==> config.mk <==
export PLATFORM = sky130hd
export DESIGN_NAME = weight_write_flat
export DESIGN_NICKNAME = d
export VERILOG_FILES = /design/src/rtl/weight_write_pkg.sv /design/src/rtl/weight_write_if.sv /design/src/rtl/weight_write_pingpong_tracker.sv /design/src/rtl/weight_write.sv /design/src/flat_wrapper.sv
export SDC_FILE = /design/constraint.sdc
export NUM_CORES = 1
export LEC_CHECK = 0
export CAP_MARGIN = 15
export CELL_PAD_IN_SITES_DETAIL_PLACEMENT = 0
export CELL_PAD_IN_SITES_GLOBAL_PLACEMENT = 2
export CORE_AREA = 2 2 210 212
export DETAILED_ROUTE_END_ITERATION = 12
export DIE_AREA = 0 0 212 214
export DONT_BUFFER_PORTS = 1
export GPL_TIMING_DRIVEN = 0
export HOLD_SLACK_MARGIN = 0.05
export MAX_ROUTING_LAYER = met4
export PLACE_DENSITY_LB_ADDON = 0.1
export SYNTH_ARGS = -nofsm -noshare
export SYNTH_HDL_FRONTEND = slang
export SYNTH_HIERARCHICAL = 1
export SYNTH_SLANG_ARGS = --single-unit
==> constraint.sdc <==
create_clock -name clk -period 2.7 [get_ports clk]
set_clock_uncertainty 0.05 [all_clocks]
set_input_delay 0.405 -clock clk [delete_from_list [all_inputs] [get_ports clk]]
set_output_delay 0.405 -clock clk [all_outputs]
set_load 0.05 [all_outputs]
==> src/rtl/weight_write_pkg.sv <==
// Shared definitions for the weight BRAM write path and its read-stage partner.
// Holds the layer ids, the per-layer fill geometry (DEPTH words per bank per
// half, LOADS halves per layer), the ping-pong base address, the bank count,
// and the write FSM state encoding.
package weight_write_pkg;

    localparam int NUM_BANKS = 8;
    localparam int HALF_BASE = 512;

    // Layer ids as carried on the layer input.
    localparam logic [2:0] LAYER_1 = 3'd1;
    localparam logic [2:0] LAYER_2 = 3'd2;
    localparam logic [2:0] LAYER_3 = 3'd3;
    localparam logic [2:0] LAYER_4 = 3'd4;

    // Fill geometry per layer. The read stage walks the same geometry, so
    // these values must stay in lock-step with it.
    localparam int L1_DEPTH = 16;
    localparam int L1_LOADS = 4;
    localparam int L2_DEPTH = 512;
    localparam int L2_LOADS = 72;
    localparam int L3_DEPTH = 512;
    localparam int L3_LOADS = 16;
    localparam int L4_DEPTH = 512;
    localparam int L4_LOADS = 4;

    typedef enum logic [1:0] {
        IDLE      = 2'd0,
        CONFIG    = 2'd1,
        LOAD      = 2'd2,
        WAIT_FREE = 2'd3
    } wr_state_t;

    typedef struct packed {
        logic [9:0] depth;   // words per bank per half, up to 512
        logic [6:0] loads;   // halves per layer, up to 72; 0 = nothing to load
    } layer_cfg_t;

    // Geometry lookup; unknown ids come back with loads = 0.
    function automatic layer_cfg_t layer_cfg(input logic [2:0] id);
        layer_cfg_t c;
        c.depth = '0;
        c.loads = '0;
        case (id)
            LAYER_1: begin c.depth = 10'(L1_DEPTH); c.loads = 7'(L1_LOADS); end
            LAYER_2: begin c.depth = 10'(L2_DEPTH); c.loads = 7'(L2_LOADS); end
            LAYER_3: begin c.depth = 10'(L3_DEPTH); c.loads = 7'(L3_LOADS); end
            LAYER_4: begin c.depth = 10'(L4_DEPTH); c.loads = 7'(L4_LOADS); end
            default: ;
        endcase
        return c;
    endfunction

    // Index of the final beat of a half: 8 banks * depth words, minus one.
    // A 512-deep half gives 4095, which is why the beat counter is 12 bits.
    function automatic logic [11:0] last_beat(input logic [9:0] depth);
        return 12'({depth, 3'b000} - 13'd1);
    endfunction

endpackage

==> src/rtl/weight_write_if.sv <==
// Stream-in / BRAM-write bundle of the weight write stage.
// master: the side that produces the stream and consumes the bank writes.
// slave : the weight_write block itself.
//   s_valid/s_data/s_ready : 256-bit weight beats from the DMA
//   en_wr/addr_wr/dout     : one-hot bank enable, shared address and data
interface weight_write_if #(
    parameter int DATA_WIDTH = 256,
    parameter int ADDR_WIDTH = 12
);
    import weight_write_pkg::*;

    logic                  s_valid;
    logic [DATA_WIDTH-1:0] s_data;
    logic                  s_ready;
    logic [NUM_BANKS-1:0]  en_wr;
    logic [ADDR_WIDTH-1:0] addr_wr;
    logic [DATA_WIDTH-1:0] dout;

    modport master (
        output s_valid,
        output s_data,
        input  s_ready,
        input  en_wr,
        input  addr_wr,
        input  dout
    );

    modport slave (
        input  s_valid,
        input  s_data,
        output s_ready,
        output en_wr,
        output addr_wr,
        output dout
    );

endinterface

==> src/rtl/weight_write_pingpong_tracker.sv <==
// Ping-pong occupancy of the two weight BRAM halves (full flags, read/write pointers).
// Latency: flags and pointers update on the clock edge after a fill or release pulse.
// Backpressure: none itself; wr_free/nxt_free tell the writer whether it may proceed.
//   clk, rst  : clock, synchronous active-high reset
//   rel       : read stage has consumed the oldest full half
//   fill      : writer has just completed the half at wr_ptr
//   wr_ptr    : half currently targeted by the writer
//   wr_free   : half at wr_ptr is free, counting a release in this same cycle
//   nxt_free  : the other half is free, counting a release in this same cycle
module pingpong_tracker (
    input  logic clk,
    input  logic rst,
    input  logic rel,
    input  logic fill,
    output logic wr_ptr,
    output logic wr_free,
    output logic nxt_free
);

    logic [1:0] full_q;
    logic [1:0] full_d;
    logic       rd_ptr_q;
    logic       wr_ptr_q;
    logic       rel_eff;

    // Halves fill and drain in order, so if any half is full the one at
    // rd_ptr is; a release with nothing full is simply dropped.
    assign rel_eff = rel && full_q[rd_ptr_q];

    // A fill and a release may land together; they always hit different
    // halves because the writer never targets a half that is still full.
    always_comb begin
        full_d = full_q;
        if (rel_eff) begin
            full_d[rd_ptr_q] = 1'b0;
        end
        if (fill) begin
            full_d[wr_ptr_q] = 1'b1;
        end
    end

    always_ff @(posedge clk) begin
        if (rst) begin
            full_q   <= 2'b00;
            rd_ptr_q <= 1'b0;
            wr_ptr_q <= 1'b0;
        end else begin
            full_q <= full_d;
            if (rel_eff) begin
                rd_ptr_q <= ~rd_ptr_q;
            end
            if (fill) begin
                wr_ptr_q <= ~wr_ptr_q;
            end
        end
    end

    // Looking through a same-cycle release lets the writer carry straight on
    // (or resume) on the next cycle instead of waiting for the flag to settle.
    assign wr_ptr   = wr_ptr_q;
    assign wr_free  = !full_q[wr_ptr_q] || (rel_eff && (rd_ptr_q == wr_ptr_q));
    assign nxt_free = !full_q[!wr_ptr_q] || (rel_eff && (rd_ptr_q != wr_ptr_q));

endmodule

==> src/rtl/weight_write.sv <==
// Weight stream to BRAM writer: round-robin over 8 banks, ping-pong halves per layer.
// Latency: en_wr/addr_wr/dout registered, 1 cycle after the accepting handshake.
// Backpressure: s_ready drops while the half to be written is still held by the reader.
//   clk, rst      : clock, synchronous active-high reset
//   start, layer  : begin a layer (sampled only while idle) and its id
//   half_release  : read stage has consumed the oldest full half
//   bus (slave)   : s_valid/s_data/s_ready stream in, en_wr/addr_wr/dout bank writes out
//   half_done     : pulse with the write of the last beat of a half
//   write_done    : pulse when the whole layer is written (or has nothing to write)
module weight_write #(
    parameter int DATA_WIDTH = 256,
    parameter int ADDR_WIDTH = 12,
    parameter int HALF_BASE  = weight_write_pkg::HALF_BASE
) (
    input  logic                 clk,
    input  logic                 rst,
    input  logic                 start,
    input  logic [2:0]           layer,
    input  logic                 half_release,
    weight_write_if.slave        bus,
    output logic                 half_done,
    output logic                 write_done
);

    import weight_write_pkg::*;

    wr_state_t             state_q;
    logic [2:0]            layer_q;
    logic [11:0]           last_beat_q;
    logic [6:0]            loads_q;
    logic [11:0]           beat_q;
    logic [6:0]            load_cnt_q;
    logic                  s_ready_q;
    logic [NUM_BANKS-1:0]  en_q;
    logic [ADDR_WIDTH-1:0] addr_q;
    logic [DATA_WIDTH-1:0] dout_q;
    logic                  half_done_q;
    logic                  write_done_q;

    logic                  hs;
    logic                  fill;
    logic                  wr_ptr;
    logic                  wr_free;
    logic                  nxt_free;
    logic                  last_load;
    layer_cfg_t            cfg;
    logic [ADDR_WIDTH-1:0] base_addr;

    // s_ready_q is only ever set in LOAD, so a handshake implies LOAD.
    assign hs        = bus.s_valid && s_ready_q;
    assign fill      = hs && (beat_q == last_beat_q);
    assign last_load = (7'(load_cnt_q + 7'd1) == loads_q);
    assign base_addr = wr_ptr ? ADDR_WIDTH'(HALF_BASE) : '0;

    always_comb begin
        cfg = layer_cfg(layer_q);
    end

    pingpong_tracker u_tracker (
        .clk      (clk),
        .rst      (rst),
        .rel      (half_release),
        .fill     (fill),
        .wr_ptr   (wr_ptr),
        .wr_free  (wr_free),
        .nxt_free (nxt_free)
    );

    always_ff @(posedge clk) begin
        if (rst) begin
            state_q      <= IDLE;
            layer_q      <= '0;
            last_beat_q  <= '0;
            loads_q      <= '0;
            beat_q       <= '0;
            load_cnt_q   <= '0;
            s_ready_q    <= 1'b0;
            en_q         <= '0;
            addr_q       <= '0;
            dout_q       <= '0;
            half_done_q  <= 1'b0;
            write_done_q <= 1'b0;
        end else begin
            en_q         <= '0;
            half_done_q  <= 1'b0;
            write_done_q <= 1'b0;

            // Beat k of a half lands in bank k mod 8 at base + k/8.
            if (hs) begin
                en_q[beat_q[2:0]] <= 1'b1;
                addr_q            <= base_addr + ADDR_WIDTH'(beat_q[11:3]);
                dout_q            <= bus.s_data;
                beat_q            <= fill ? 12'd0 : 12'(beat_q + 12'd1);
            end

            case (state_q)
                IDLE: begin
                    if (start) begin
                        layer_q <= layer;
                        state_q <= CONFIG;
                    end
                end

                CONFIG: begin
                    last_beat_q <= last_beat(cfg.depth);
                    loads_q     <= cfg.loads;
                    load_cnt_q  <= '0;
                    beat_q      <= '0;
                    if (cfg.loads == 7'd0) begin
                        write_done_q <= 1'b1;
                        state_q      <= IDLE;
                    end else if (wr_free) begin
                        s_ready_q <= 1'b1;
                        state_q   <= LOAD;
                    end else begin
                        state_q <= WAIT_FREE;
                    end
                end

                LOAD: begin
                    if (fill) begin
                        half_done_q <= 1'b1;
                        load_cnt_q  <= 7'(load_cnt_q + 7'd1);
                        if (last_load) begin
                            // Dropping s_ready here guarantees no beat past
                            // the layer's total is ever accepted.
                            write_done_q <= 1'b1;
                            s_ready_q    <= 1'b0;
                            state_q      <= IDLE;
                        end else if (!nxt_free) begin
                            s_ready_q <= 1'b0;
                            state_q   <= WAIT_FREE;
                        end
                    end
                end

                WAIT_FREE: begin
                    if (wr_free) begin
                        s_ready_q <= 1'b1;
                        state_q   <= LOAD;
                    end
                end

                default: state_q <= IDLE;
            endcase
        end
    end

    assign bus.s_ready = s_ready_q;
    assign bus.en_wr   = en_q;
    assign bus.addr_wr = addr_q;
    assign bus.dout    = dout_q;
    assign half_done   = half_done_q;
    assign write_done  = write_done_q;

endmodule

==> src/flat_wrapper.sv <==
// flat-port wrapper written by rule: the top's interface ports become plain ports
module weight_write_flat import weight_write_pkg::*;
#(
    parameter int DATA_WIDTH = 256,
    parameter int ADDR_WIDTH = 12,
    parameter int HALF_BASE  = weight_write_pkg::HALF_BASE
)
  (clk, rst, start, layer, half_release, half_done, write_done, bus_s_valid, bus_s_data, bus_s_ready, bus_en_wr, bus_addr_wr, bus_dout);
  weight_write_if #(.DATA_WIDTH(DATA_WIDTH), .ADDR_WIDTH(ADDR_WIDTH)) bus_i ();
  input  logic clk;
  input  logic rst;
  input  logic start;
  input  logic [2:0] layer;
  input  logic half_release;
  output logic half_done;
  output logic write_done;
  input wire logic [$bits(bus_i.s_valid)-1:0] bus_s_valid;
  input wire logic [$bits(bus_i.s_data)-1:0] bus_s_data;
  output wire logic [$bits(bus_i.s_ready)-1:0] bus_s_ready;
  output wire logic [$bits(bus_i.en_wr)-1:0] bus_en_wr;
  output wire logic [$bits(bus_i.addr_wr)-1:0] bus_addr_wr;
  output wire logic [$bits(bus_i.dout)-1:0] bus_dout;
  assign bus_i.s_valid = bus_s_valid;
  assign bus_i.s_data = bus_s_data;
  assign bus_s_ready = bus_i.s_ready;
  assign bus_en_wr = bus_i.en_wr;
  assign bus_addr_wr = bus_i.addr_wr;
  assign bus_dout = bus_i.dout;
  weight_write #(.DATA_WIDTH(DATA_WIDTH), .ADDR_WIDTH(ADDR_WIDTH), .HALF_BASE(HALF_BASE)) u_core (.clk(clk), .rst(rst), .start(start), .layer(layer), .half_release(half_release), .bus(bus_i), .half_done(half_done), .write_done(write_done));
endmodule
After elaboration in Yosys (flattened, before gate mapping)
Index checks and enable logic that the tools add are counted.
{ "totals": {"regBits": 326, "inputBits": 264, "wordCells": 111, "output_inout_bits": 279} }
{ "classes": {"n_eq_ne": 16, "order_cmp": 7, "mux": 38, "n_bitwise": 7, "add_sub_neg": 4, "n_reduce_logical": 24} }
{ "op_table": {"columns": ["operator", "n"], "rows": [
  ["$pmux W12 S4", 1],
  ["$mux W1", 19],
  ["$mux W2", 8],
  ["$pmux W7 S2", 1],
  ["$add A12 B1 Y12 const B", 1],
  ["$add A12 B9 Y12", 1],
  ["$eq A12 B12 Y1", 1],
  ["$mux W12", 1],
  ["$sub A12 B1 Y12 const B", 1],
  ["$mux W10", 1],
  ["$logic_and A1 B1 Y1", 8],
  ["$pmux W2 S4", 1],
  ["$reduce_and A4 Y1", 2],
  ["$add A7 B1 Y7 const B", 1],
  ["$eq A7 B7 Y1", 1],
  ["$logic_not A7 Y1", 1],
  ["$mux W7", 1],
  ["$eq A3 B2 Y1 const B", 2],
  ["$lt A1 B2 Y1 const B", 3],
  ["$ne A2 B2 Y1 const B", 3],
  ["$reduce_or A2 Y1", 3],
  ["$eq A2 B2 Y1 const B", 2],
  ["$lt A3 B4 Y1 const B", 1],
  ["$not A1 Y1", 4],
  ["22 further kinds", 28]
]} }

Depth between registers and ports, before layout
Gate-level depths: netlist (run 1).
{ "logic_depth": {"depth_word": 9, "ltp_mapped": 9, "mapped_depth_nobuf": 8} }

Modules after synthesis
Netlist (run 1), hierarchy kept.
{ "modules_own_cells": {"columns": ["mod", "cells_each", "seq_area_each_um2", "area_each_um2", "n_inst"], "rows": [
  ["weight_write", 1381, 6125.9, 10928.0, 1],
  ["pingpong_tracker", 20, 80.1, 192.7, 1]
]} }

Worst setup path before layout (run 1)
OpenSTA, ideal clock, no wires.
{ "synth_path": {"path_type": "flip-flop to flip-flop", "from": "register u_core.s_ready_q (netlist: u_core/bus.s_ready)", "to": "register u_core.beat_q[11]", "path_stages_with_launch": 9, "path_slack_ns": 0.714, "required_time_ns": 2.522, "path_buffers": 1, "synth_period_minus_slack_ns": 1.986, "setup_ns": 0.128, "arrival_ns": 1.808, "cell_sequence": "dfxtp_1 -> and2_1 -> buf_2 -> and3_1 -> nand3_1 -> nor3_1 -> nand3_1 -> xor2_1 -> nor2_1"} }
{ "synth_between": {"elab_chain_len": 3} }
{ "synth_rtl": {"columns": ["item", "line", "text"], "rows": [
  ["start: declaration", "weight_write.sv:33", "logic s_ready_q;"],
  ["start signal: assignment", "weight_write.sv:77", "s_ready_q <= 1'b0;"],
  ["start signal: assignment", "weight_write.sv:113", "s_ready_q <= 1'b1;"],
  ["start signal: assignment", "weight_write.sv:128", "s_ready_q <= 1'b0;"],
  ["$logic_and A1 B1 Y1 (*)", "weight_write.sv:50", "assign hs = bus.s_valid && s_ready_q;"],
  ["$logic_and A1 B1 Y1", "weight_write.sv:51", "assign fill = hs && (beat_q == last_beat_q);"],
  ["$mux W12", "weight_write.sv:93", "beat_q <= fill ? 12'd0 : 12'(beat_q + 12'd1);"],
  ["end signal: assignment", "weight_write.sv:93", null],
  ["end: declaration", "weight_write.sv:31", "logic [11:0] beat_q;"]
]} }
Mark *: on every way between the ends. The rest lies on a longest branch, timed or not.
A chain may end at the register's enable or synchronous reset.

Worst setup path in the final report (run 1)
{ "layout_path": {"from": "register u_core.s_ready_q (netlist: u_core/bus.s_ready)", "to": "register u_core.dout_q[23] (netlist: u_core/bus.dout[23])"} }
{ "layout_between": {"elab_chain_len": 1} }
{ "layout_rtl": {"columns": ["item", "line", "text"], "rows": [
  ["$logic_and A1 B1 Y1", "weight_write.sv:50", null],
  ["end signal: assignment", "weight_write.sv:92", "dout_q <= bus.s_data;"],
  ["end: declaration", "weight_write.sv:36", "logic [DATA_WIDTH-1:0] dout_q;"]
]} }
Every way passes these cells.

==> results by stage, run 1 <==
STA:
- Setup slack closes at ~0.24 ns.
- The number of setup violations in the final report is 0.
- The worst path uses 91.0% of the clock period.
- For the pin with the worst max-slew slack, the measured transition is 0.768 ns.
- Setup repair after global routing left no endpoint under its margin.
- The max-slew violation total from the final report is 0.
- The post-layout minimum cycle time is approximately 2.5 ns.
- The number of failing hold endpoints at the final stage came to 0.
- The highest clock frequency the design can meet is roughly 410 MHz.
- The worst-case hold slack is approximately 0.18 ns.
- The worst slew slack as a fraction of its limit is roughly half.

Pwr:
- In this run the static leakage power is 5.51 nW.
- The cell area power density is ~750 nW/um2.
- The completed layout was analyzed and its total power is between 0.01 and 0.015 W.
- The worst-case IR drop observed on VDD is 383 uV.

Synthesis:
- Counting flops with a built-in enable in the synthesized netlist gives 0.
- The predominant post-synthesis flop cell is sky130_fd_sc_hd__dfxtp_1.
- After synthesis the netlist holds a flip-flop and latch count of 310.
- After synthesis the cells add up to between 10000 and 15000 um2.
- The number of synthesis warnings is 6.
- For this run, the register share of the synthesized area comes to between 50% and 60%.
- The share of async-settable or async-resettable flops after synthesis is 0%.
- The cell count after synthesis came out at 1401.
- A synthesized cell averages between 7 and 8 um2.
- The number of distinct library cells after synthesis is 52.

Clock network:
- The total clock buffers created by CTS is 39.
- The clock latency of the later-clocked register in the worst-skew pair is between 0.5 and 0.6 ns.
- CTS saw 310 sinks.
- Clock-pin slew was measured on the worst setup and hold paths at 0.06 ns.
- The tree is rooted in a sky130_fd_sc_hd__clkbuf_16.
- Buffers added to address setup during post-CTS repair amount to 0.
- TritonCTS built the clock tree.
- The H-tree was split into 2 levels.
- The worst-case clock buffer depth is 3.

Worst hold path:
- For hold timing, the worst endpoint is u_core/state_q[1].
- The class of the most critical hold timing path is in2reg.
- The worst hold path begins at start.
- Along the worst hold path, the cell count comes to 2.

Route:
- Once detail routing completed, the nets flagged for antenna violations numbered 0.
- The iteration count of the initial detailed-routing pass is 5.
- In the final routed layout, each cell accounts on average for between 15 and 20 um.
- Using the TritonRoute via totals, the vias-per-cell ratio works out to around 4.5.
- The total via count in the routed design is 10447.
- Wires add up to 44.0 mm.
- After detailed routing, the number of remaining DRC violations is 0.
- The first routing iteration left 374 violations.

Setup path:
- STA classifies the critical path startpoint as a register.
- The worst register-to-register path ends at u_core/bus.dout[23].
- The type of destination of the critical path is a register.
- The critical-path maximum fanout is 10.
- The endpoint arrival time on the critical path is ~2.9 ns.
- The worst register-to-register path begins at u_core/bus.s_ready.
- The worst register-to-register path has a setup slack of 0.24 ns.
- The required time of the critical path is 3.11 ns.
- Measured in cells, the most critical reg-to-reg path has a length of 6.
- The path type of the worst setup path is reg2reg.

Cells and area:
- In the layout the commonest cells are sky130_fd_sc_hd__nand2_1, sky130_fd_sc_hd__dfxtp_1, sky130_fd_sc_hd__a21oi_1, sky130_fd_sc_hd__dlygate4sd3_1, sky130_fd_sc_hd__clkbuf_1.
- The filler cell count is 4547.
- The number of nets at the end of the flow is 1982.
- The share of cells above drive strength 1 is under 10%.
- Leaving out fill and tap cells, the most frequent cell in the layout is sky130_fd_sc_hd__nand2_1.
- From synthesis to final layout, the design area changed by 42.2%.

Global routing:
- The wire length of the first global-routing pass is ~64 mm.
- Entering global routing, the biggest net connects 12 pins.
- The number of antenna violations at the first check in global routing is 4.
- The global-route usage over all layers is between 10% and 20%.
- Summed over all layers, the global routing overflow is 0.
- The via count of the first global-routing pass is 10644.

Floorplanning:
- The die covers roughly 45000 um2.
- Measured along the x axis, the die boundary spans between 200 and 250 um.
- The number of rows created at floorplan is 76.
- The die outline height is between 200 and 250 um.
- The floorplan step defined a core boundary enclosing 42900 um2.
- The initial core utilization is 25.9%.
- The count of pins on the block boundary is roughly 540.

Place:
- Input and output buffers added on the ports amount to 0.
- The HPWL reported at the end of detailed placement is between 30 and 40 mm.
- The global placer's final weighted congestion is between 0.8 and 0.9.
- The setup slack at placement is -0.0666 ns.

Job:
- The reported max-cap violation count is 0.

Run status:
- The flow ran to the end, and the final reports show no timing, DRC or antenna violations.
-- state kept, by name (all words and copies together), names as in the netlist, 2 cells and up --
name                     count
u_core/layer_q               3
u_core/state_q               2
u_core/bus.addr_wr          10
u_core/bus.en_wr             8
u_core/loads_q               3
u_core/bus.dout            256
u_core/load_cnt_q            7
u_core/beat_q               12
u_core/u_tracker/full_q      2
u_core/last_beat_q           2
-- how the worst max path moves through the flow --
stage	depth (start not counted)	end	start
after global routing	7	u_core/beat_q[5]	u_core/bus.s_ready
after detailed placement	6	u_core/bus.dout[23]	u_core/bus.s_ready
after floorplan	8	u_core/beat_q[11]	u_core/bus.s_ready
final	6	u_core/bus.dout[23]	u_core/bus.s_ready
after global placement	6	u_core/bus.dout[23]	u_core/bus.s_ready
after CTS	5	u_core/bus.dout[25]	u_core/bus.s_ready
-- repair_timing --
item	in CTS	in global routing
hold endpoints to repair	266	0
hold buffers	268	0
setup endpoints to repair	116	35
gates resized for setup	3	7
-- power by group --
group          leakage, nW  total (W)  switching [W]  internal [W]
registers             2.51    0.00569       0.000892       0.00479
clock network        0.621    0.00511        0.00201       0.00310
logic                 2.38    0.00112       0.000627      0.000489
-- kinds of logic (layout without fill, tap and decap cells) --
group / Yosys count / after routing / synth area share, %
mux: 1 / 1 / 0.0900
other cells: 1 / 6 / 0.0337
flops: 310 / 310 / 55.8
compound gates: 309 / 309 / 14.8
fa+ha+maj: 7 / 7 / 0.788
simple gates: 645 / 645 / 23.2
xor+xnor: 17 / 17 / 1.34
buf+inv: 111 / 446 / 3.97
-- routing by layer --
| layer | global-route usage [%] | up-vias | routed length [um] |
|---|---|---|---|
| met5 | - | - | 0 |
| met4 | 6.36 | 0 | 1100 |
| met3 | 6.74 | 57 | 4110 |
| met2 | 32.7 | 361 | 21400 |
| met1 | 20.6 | 4825 | 17400 |
| li1 | - | 5204 | - |
-- worst max-delay path, stage by stage, from the launching register on --
cell                       delay, ns
sky130_fd_sc_hd__dfxtp_1        0.69
sky130_fd_sc_hd__and2_1         0.21
sky130_fd_sc_hd__buf_2          0.30
sky130_fd_sc_hd__clkbuf_2       0.35
sky130_fd_sc_hd__clkbuf_1       0.44
sky130_fd_sc_hd__nand2_1        0.18
sky130_fd_sc_hd__a21oi_1        0.14
-- metrics by stage --
stage | cells | util (%) | TNS, ns | area, um2
after global placement | 1987 | 27.6 | -0.0614 | 11900
after floorplan | 1402 | - | 0 | 11100
after detailed placement | 1987 | 27.6 | -0.910 | 11900
after global routing | 2326 | 36.9 | 0 | 15800
after CTS | 2322 | 36.8 | 0 | 15800
final | 2326 | 36.9 | 0 | 15800
-- cell usage after synthesis, drive strengths merged, types with 2 or more instances --
cell / number / area (um2)
nand2: 556 / 2090
dfxtp: 310 / 6210
a21oi: 281 / 1410
clkbuf: 84 / 315
nor2: 27 / 101
buf: 16 / 85.1
nand3: 13 / 65.1
inv: 11 / 41.3
nor3: 9 / 45.0
xor2: 9 / 78.8
xnor2: 8 / 70.1
ha: 7 / 87.6
nor3b: 6 / 50.1
nand2b: 5 / 31.3
nor2b: 5 / 31.3
or3: 5 / 31.3
a211oi: 3 / 22.5
a31oi: 3 / 18.8
nand4: 3 / 18.8
nor4: 3 / 18.8
o21ai: 3 / 15.0
or4: 3 / 22.5
a22oi: 2 / 15.0
a32oi: 2 / 17.5
and3: 2 / 12.5
nand3b: 2 / 15.0
nor4b: 2 / 17.5
o211a: 2 / 20.0
-- layout make-up --
class / count / area [um2] / share of cell area [%]
Timing Repair Buffer: 268 / 2680 / 17.0
Sequential cell: 310 / 6210 / 39.3
Multi-Input combinational cell: 981 / 4480 / 28.3
Tap cell: 585 / 732 / 4.63
Buffer: 100 / 409 / 2.59
Clock inverter: 9 / 72.6 / 0.459
Antenna cell: 4 / 10.0 / 0.0633
Clock buffer: 58 / 1180 / 7.46
Inverter: 11 / 41.3 / 0.261
Note: power is estimated with default switching activity, not from simulation.
==> inputs of run 2 (changes only) <==
--- a/config.mk
+++ b/config.mk
@@ -5,12 +5,13 @@
 export SDC_FILE = /design/constraint.sdc
 export NUM_CORES = 1
 export LEC_CHECK = 0
+export ABC_AREA = 1
 export CAP_MARGIN = 15
 export CELL_PAD_IN_SITES_DETAIL_PLACEMENT = 0
 export CELL_PAD_IN_SITES_GLOBAL_PLACEMENT = 2
-export CORE_AREA = 2 2 210 212
+export CORE_AREA = 2 2 211 213
 export DETAILED_ROUTE_END_ITERATION = 12
-export DIE_AREA = 0 0 212 214
+export DIE_AREA = 0 0 213 215
 export DONT_BUFFER_PORTS = 1
 export GPL_TIMING_DRIVEN = 0
 export HOLD_SLACK_MARGIN = 0.05
==> run 2 against run 1 <==
  * Final area up 0.40%
  * Sequential share of layout area down 0.15 points
  * Combinational power is 120% higher
  * Count of clock-buffer cells in the layout up 3
  * Critical endpoint is now u_core/bus.dout[61]
  * Largest cell class unchanged
==> results by stage, run 2 <==
Clock network:
- The clock tree from TritonCTS is done (unchanged).
- The CTS H-tree depth is 2 (unchanged).
- The clock tree root buffer cell is sky130_fd_sc_hd__clkbuf_16 (unchanged).
- The clock latency of the later-clocked register in the worst-skew pair was 0.54 ns (about the same).
- The total clock buffers created by CTS is 40 (was 39).
- The worst-case clock buffer depth is 3 (unchanged).
- The number of clock sinks was 310 (unchanged).
- The clock edge transition at the registers on the reported setup and hold paths is 0.06 ns (about the same).

Synthesis:
- The predominant post-synthesis flop cell is sky130_fd_sc_hd__dfxtp_1 (unchanged).
- Cells taking the most area after synthesis: sky130_fd_sc_hd__dfxtp_1, sky130_fd_sc_hd__nor2_1, sky130_fd_sc_hd__o21ai_0 (was sky130_fd_sc_hd__dfxtp_1, sky130_fd_sc_hd__nand2_1, sky130_fd_sc_hd__a21oi_1).
- The number of synthesized register bits was 310 (unchanged).
- The mean post-synth cell area came to 7.69 um2 (was 7.94 um2).
- The fraction of the yosys area taken by sequential cells is 55.2% (was 55.8%).
- The number of synthesis warnings is 6 (unchanged).
- Ranking of synthesized cells by instance count: sky130_fd_sc_hd__nor2_1, sky130_fd_sc_hd__dfxtp_1, sky130_fd_sc_hd__o21ai_0 (was sky130_fd_sc_hd__nand2_1, sky130_fd_sc_hd__dfxtp_1, sky130_fd_sc_hd__a21oi_1).
- The count of flip-flops with a built-in enable after synthesis is 0 (unchanged).
- The count of mapped cells out of synthesis is 1462 (was 1401).
- The number of distinct library cells after synthesis is 38 (was 52).
- The most frequently used cell type in the post-synthesis netlist is sky130_fd_sc_hd__nor2_1 (was sky130_fd_sc_hd__nand2_1).
- The area fraction of the dominant cell type after synthesis is 55.2% (was 55.8%).
- The mapped cell area is 11200 um2 (was 11100 um2).
- The share of async-settable or async-resettable flops after synthesis is 0% (unchanged).
- The largest area contributor in the netlist is sky130_fd_sc_hd__dfxtp_1 (unchanged).

Setup path:
- The type of destination of the critical path is a register (unchanged).
- The critical-path maximum fanout is 10 (unchanged).
- The kind of launch point of the worst setup path is a register (unchanged).
- The largest stage delay on the critical path is 0.51 ns (was 0.69 ns).
- Ordered cell list for the critical path: nand2_2 > inv_2 > buf_2 > clkbuf_2 > buf_2 > nor2_1 > nor2_1 (was and2_1 > buf_2 > clkbuf_2 > clkbuf_1 > nand2_1 > a21oi_1).
- The highest-delay cell along the critical path is sky130_fd_sc_hd__dfxtp_2 (was sky130_fd_sc_hd__dfxtp_1).
- The path type of the worst setup path was reg2reg (unchanged).
- The endpoint arrival time on the critical path is 2.77 ns (was 2.87 ns).
- The required time of the critical path came to 3.12 ns (was 3.11 ns).

Place:
- The count of input and output buffers is 0 (unchanged).
- The global placer's final weighted congestion is 0.773 (was 0.808).
- The HPWL reported at the end of detailed placement came to 34.5 mm (was 32.8 mm).
- The instance area after placement is 12000 um2 (was 11900 um2).

Floorplanning:
- The area of the die came to 45800 um2 (was 45400 um2).
- The initial core utilization is 25.8% (was 25.9%).
- The number of rows created at floorplan is 77 (was 76).
- The count of pins on the block boundary is 543 (unchanged).
- The width of the die came to 213 um (was 212 um).
- The die outline height is 215 um (was 214 um).
- The area of the core region is 43600 um2 (was 42900 um2).

Cells and area:
- The multi-input logic area came to 4460 um2 (was 4480 um2).
- The number of flip-flops in the largest register came to 256 (unchanged).
- The finished layout cell area is 15900 um2 (was 15800 um2).
- The number of nets at the end of the flow was 2039 (was 1982).
- The final core area utilization is 36.4% (was 36.9%).
- Commonest non-fill, non-tap cells in the layout: sky130_fd_sc_hd__nor2_1, sky130_fd_sc_hd__dfxtp_1, sky130_fd_sc_hd__o21ai_0, sky130_fd_sc_hd__dlygate4sd3_1, sky130_fd_sc_hd__clkbuf_1 (was sky130_fd_sc_hd__nand2_1, sky130_fd_sc_hd__dfxtp_1, sky130_fd_sc_hd__a21oi_1, sky130_fd_sc_hd__dlygate4sd3_1, sky130_fd_sc_hd__clkbuf_1).
- The share of cells above drive strength 1 is 5.35% (was 4.43%).
- The register area is 6210 um2 (about the same).
- The area added between synthesis and finish is 41.2% (was 42.2%).
- The filler cell count is 4710 (was 4547).
- The most common library cell in the layout ignoring fill and taps was sky130_fd_sc_hd__nor2_1 (was sky130_fd_sc_hd__nand2_1).

Global routing:
- The final global-route overflow total is 0 (unchanged).
- The maximum number of pins on one net before global-route repair is 12 (unchanged).
- The number of antenna violations at the first check in global routing is 1 (was 4).
- The wire length of the first global-routing pass is 67.1 mm (was 64.5 mm).
- The global-route usage over all layers came to 20.0% (was 19.2%).
- The via count of the first global-routing pass was 10714 (was 10644).

STA:
- The max-slew violation total from the final report is 0 (unchanged).
- The worst slew slack as a fraction of its limit was 48.3% (was 48.8%).
- The worst-case hold slack is 0.0877 ns (was 0.176 ns).
- The number of setup violations in the final report is 0 (unchanged).
- The slew at the pin with the worst max-slew slack was 0.776 ns (was 0.768 ns).
- The ratio of final minimum period to clock period came to 86.8% (was 91.0%).
- The number of failing hold endpoints at the final stage is 0 (unchanged).
- Setup repair after global routing missed its margin: no (unchanged).
- The highest clock frequency the design can meet is 426 MHz (was 407 MHz).
- The post-layout minimum cycle time came to 2.34 ns (was 2.46 ns).
- The summed negative setup slack over all endpoints is 0 ns (unchanged).

Route:
- The total via count in the routed design is 10596 (was 10447).
- The average wire per standard cell came to 19.2 um (was 18.9 um).
- The via density per instance was 4.44 (was 4.49).
- The starting DRC count in detailed routing is 573 (was 374).
- The post-route antenna net violation count is 0 (unchanged).
- The iteration count of the initial detailed-routing pass was 5 (unchanged).
- The total wirelength of the detailed-routed design is 45.9 mm (was 44.0 mm).
- The DRC violations left is 0 (unchanged).

Pwr:
- The cell area power density came to 1030 nW/um2 (was 754 nW/um2).
- The overall power consumption is 0.0163 W (was 0.0119 W).
- The leakage power figure came to 5.97 nW (was 5.51 nW).
- The peak ir drop on the vdd network is 477 uV (was 383 uV).

Worst hold path:
- The class of the most critical hold timing path is in2reg (unchanged).

Run status:
- Result of the run: complete, no violations (unchanged).

Job:
- The reported max-cap violation count came to 0 (unchanged).
run 2: cell families (layout without fill, tap and decap cells):
logic type	Yosys count	in the layout	synth area share [%]
compound gates	323	323	14.6
fa+ha+maj	7	7	0.779
flops	310	310	55.2
buf+inv	139	470	5.16
other cells	1	4	0.0334
xor+xnor	5	5	0.390
simple gates	677	677	23.8
run 2: final timing paths:
kind / startpoint / to / slack (ns) / depth (start not counted)
worst max-delay path: u_core/bus.s_ready / u_core/bus.dout[61] / 0.36 / 7
worst min-delay path: bus_s_data[165] / u_core/bus.dout[165] / 0.09 / 2
worst max register to register: u_core/bus.s_ready / u_core/bus.dout[61] / 0.36 / 7
worst min register to register: u_core/beat_q[9] / u_core/beat_q[9] / 0.42 / 1
run 2: per-layer routing:
metal	part of all wire, %	global-route usage [%]	vias to the layer above
li1	-	-	5326
met1	40	22.1	4816
met2	47	33.1	391
met3	11	8.20	63
met4	2.4	5.66	0
met5	0	-	-
run 2: stage by stage:
stage,worst slack [ns],instances
finish,0.355,2388
CTS,0.260,2385
detailed placement,-0.277,2055
floorplan,0.762,1463
global placement,-0.223,2055
global route,0.0755,2387
run 2: cell type report:
cell class / instances / area share, %
Antenna cell: 2 / 0.0315
Buffer: 95 / 2.63
Clock buffer: 61 / 7.32
Clock inverter: 7 / 0.536
Inverter: 44 / 1.04
Multi-Input combinational cell: 1014 / 28.1
Sequential cell: 310 / 39.1
Tap cell: 592 / 4.67
Timing Repair Buffer: 263 / 16.6
run 2: critical path: cells and delay by family, from the launching register on:
family                 cells  cell delay, ns
buffers and inverters      4            1.20
flip-flops                 1            0.51
AND/OR/NAND/NOR            3            0.50
run 2: timing repair:
item                                    CTS  global route
endpoints found under the setup margin  200             0
resized for setup                         3             0
hold endpoints to repair                267             1
setup buffers                             0             0
hold buffers                            262             1
run 2: where the power goes:
part / switching (W) / internal, W
logic: 0.00146 / 0.00101
clock network: 0.00200 / 0.00313
registers: 0.00333 / 0.00537
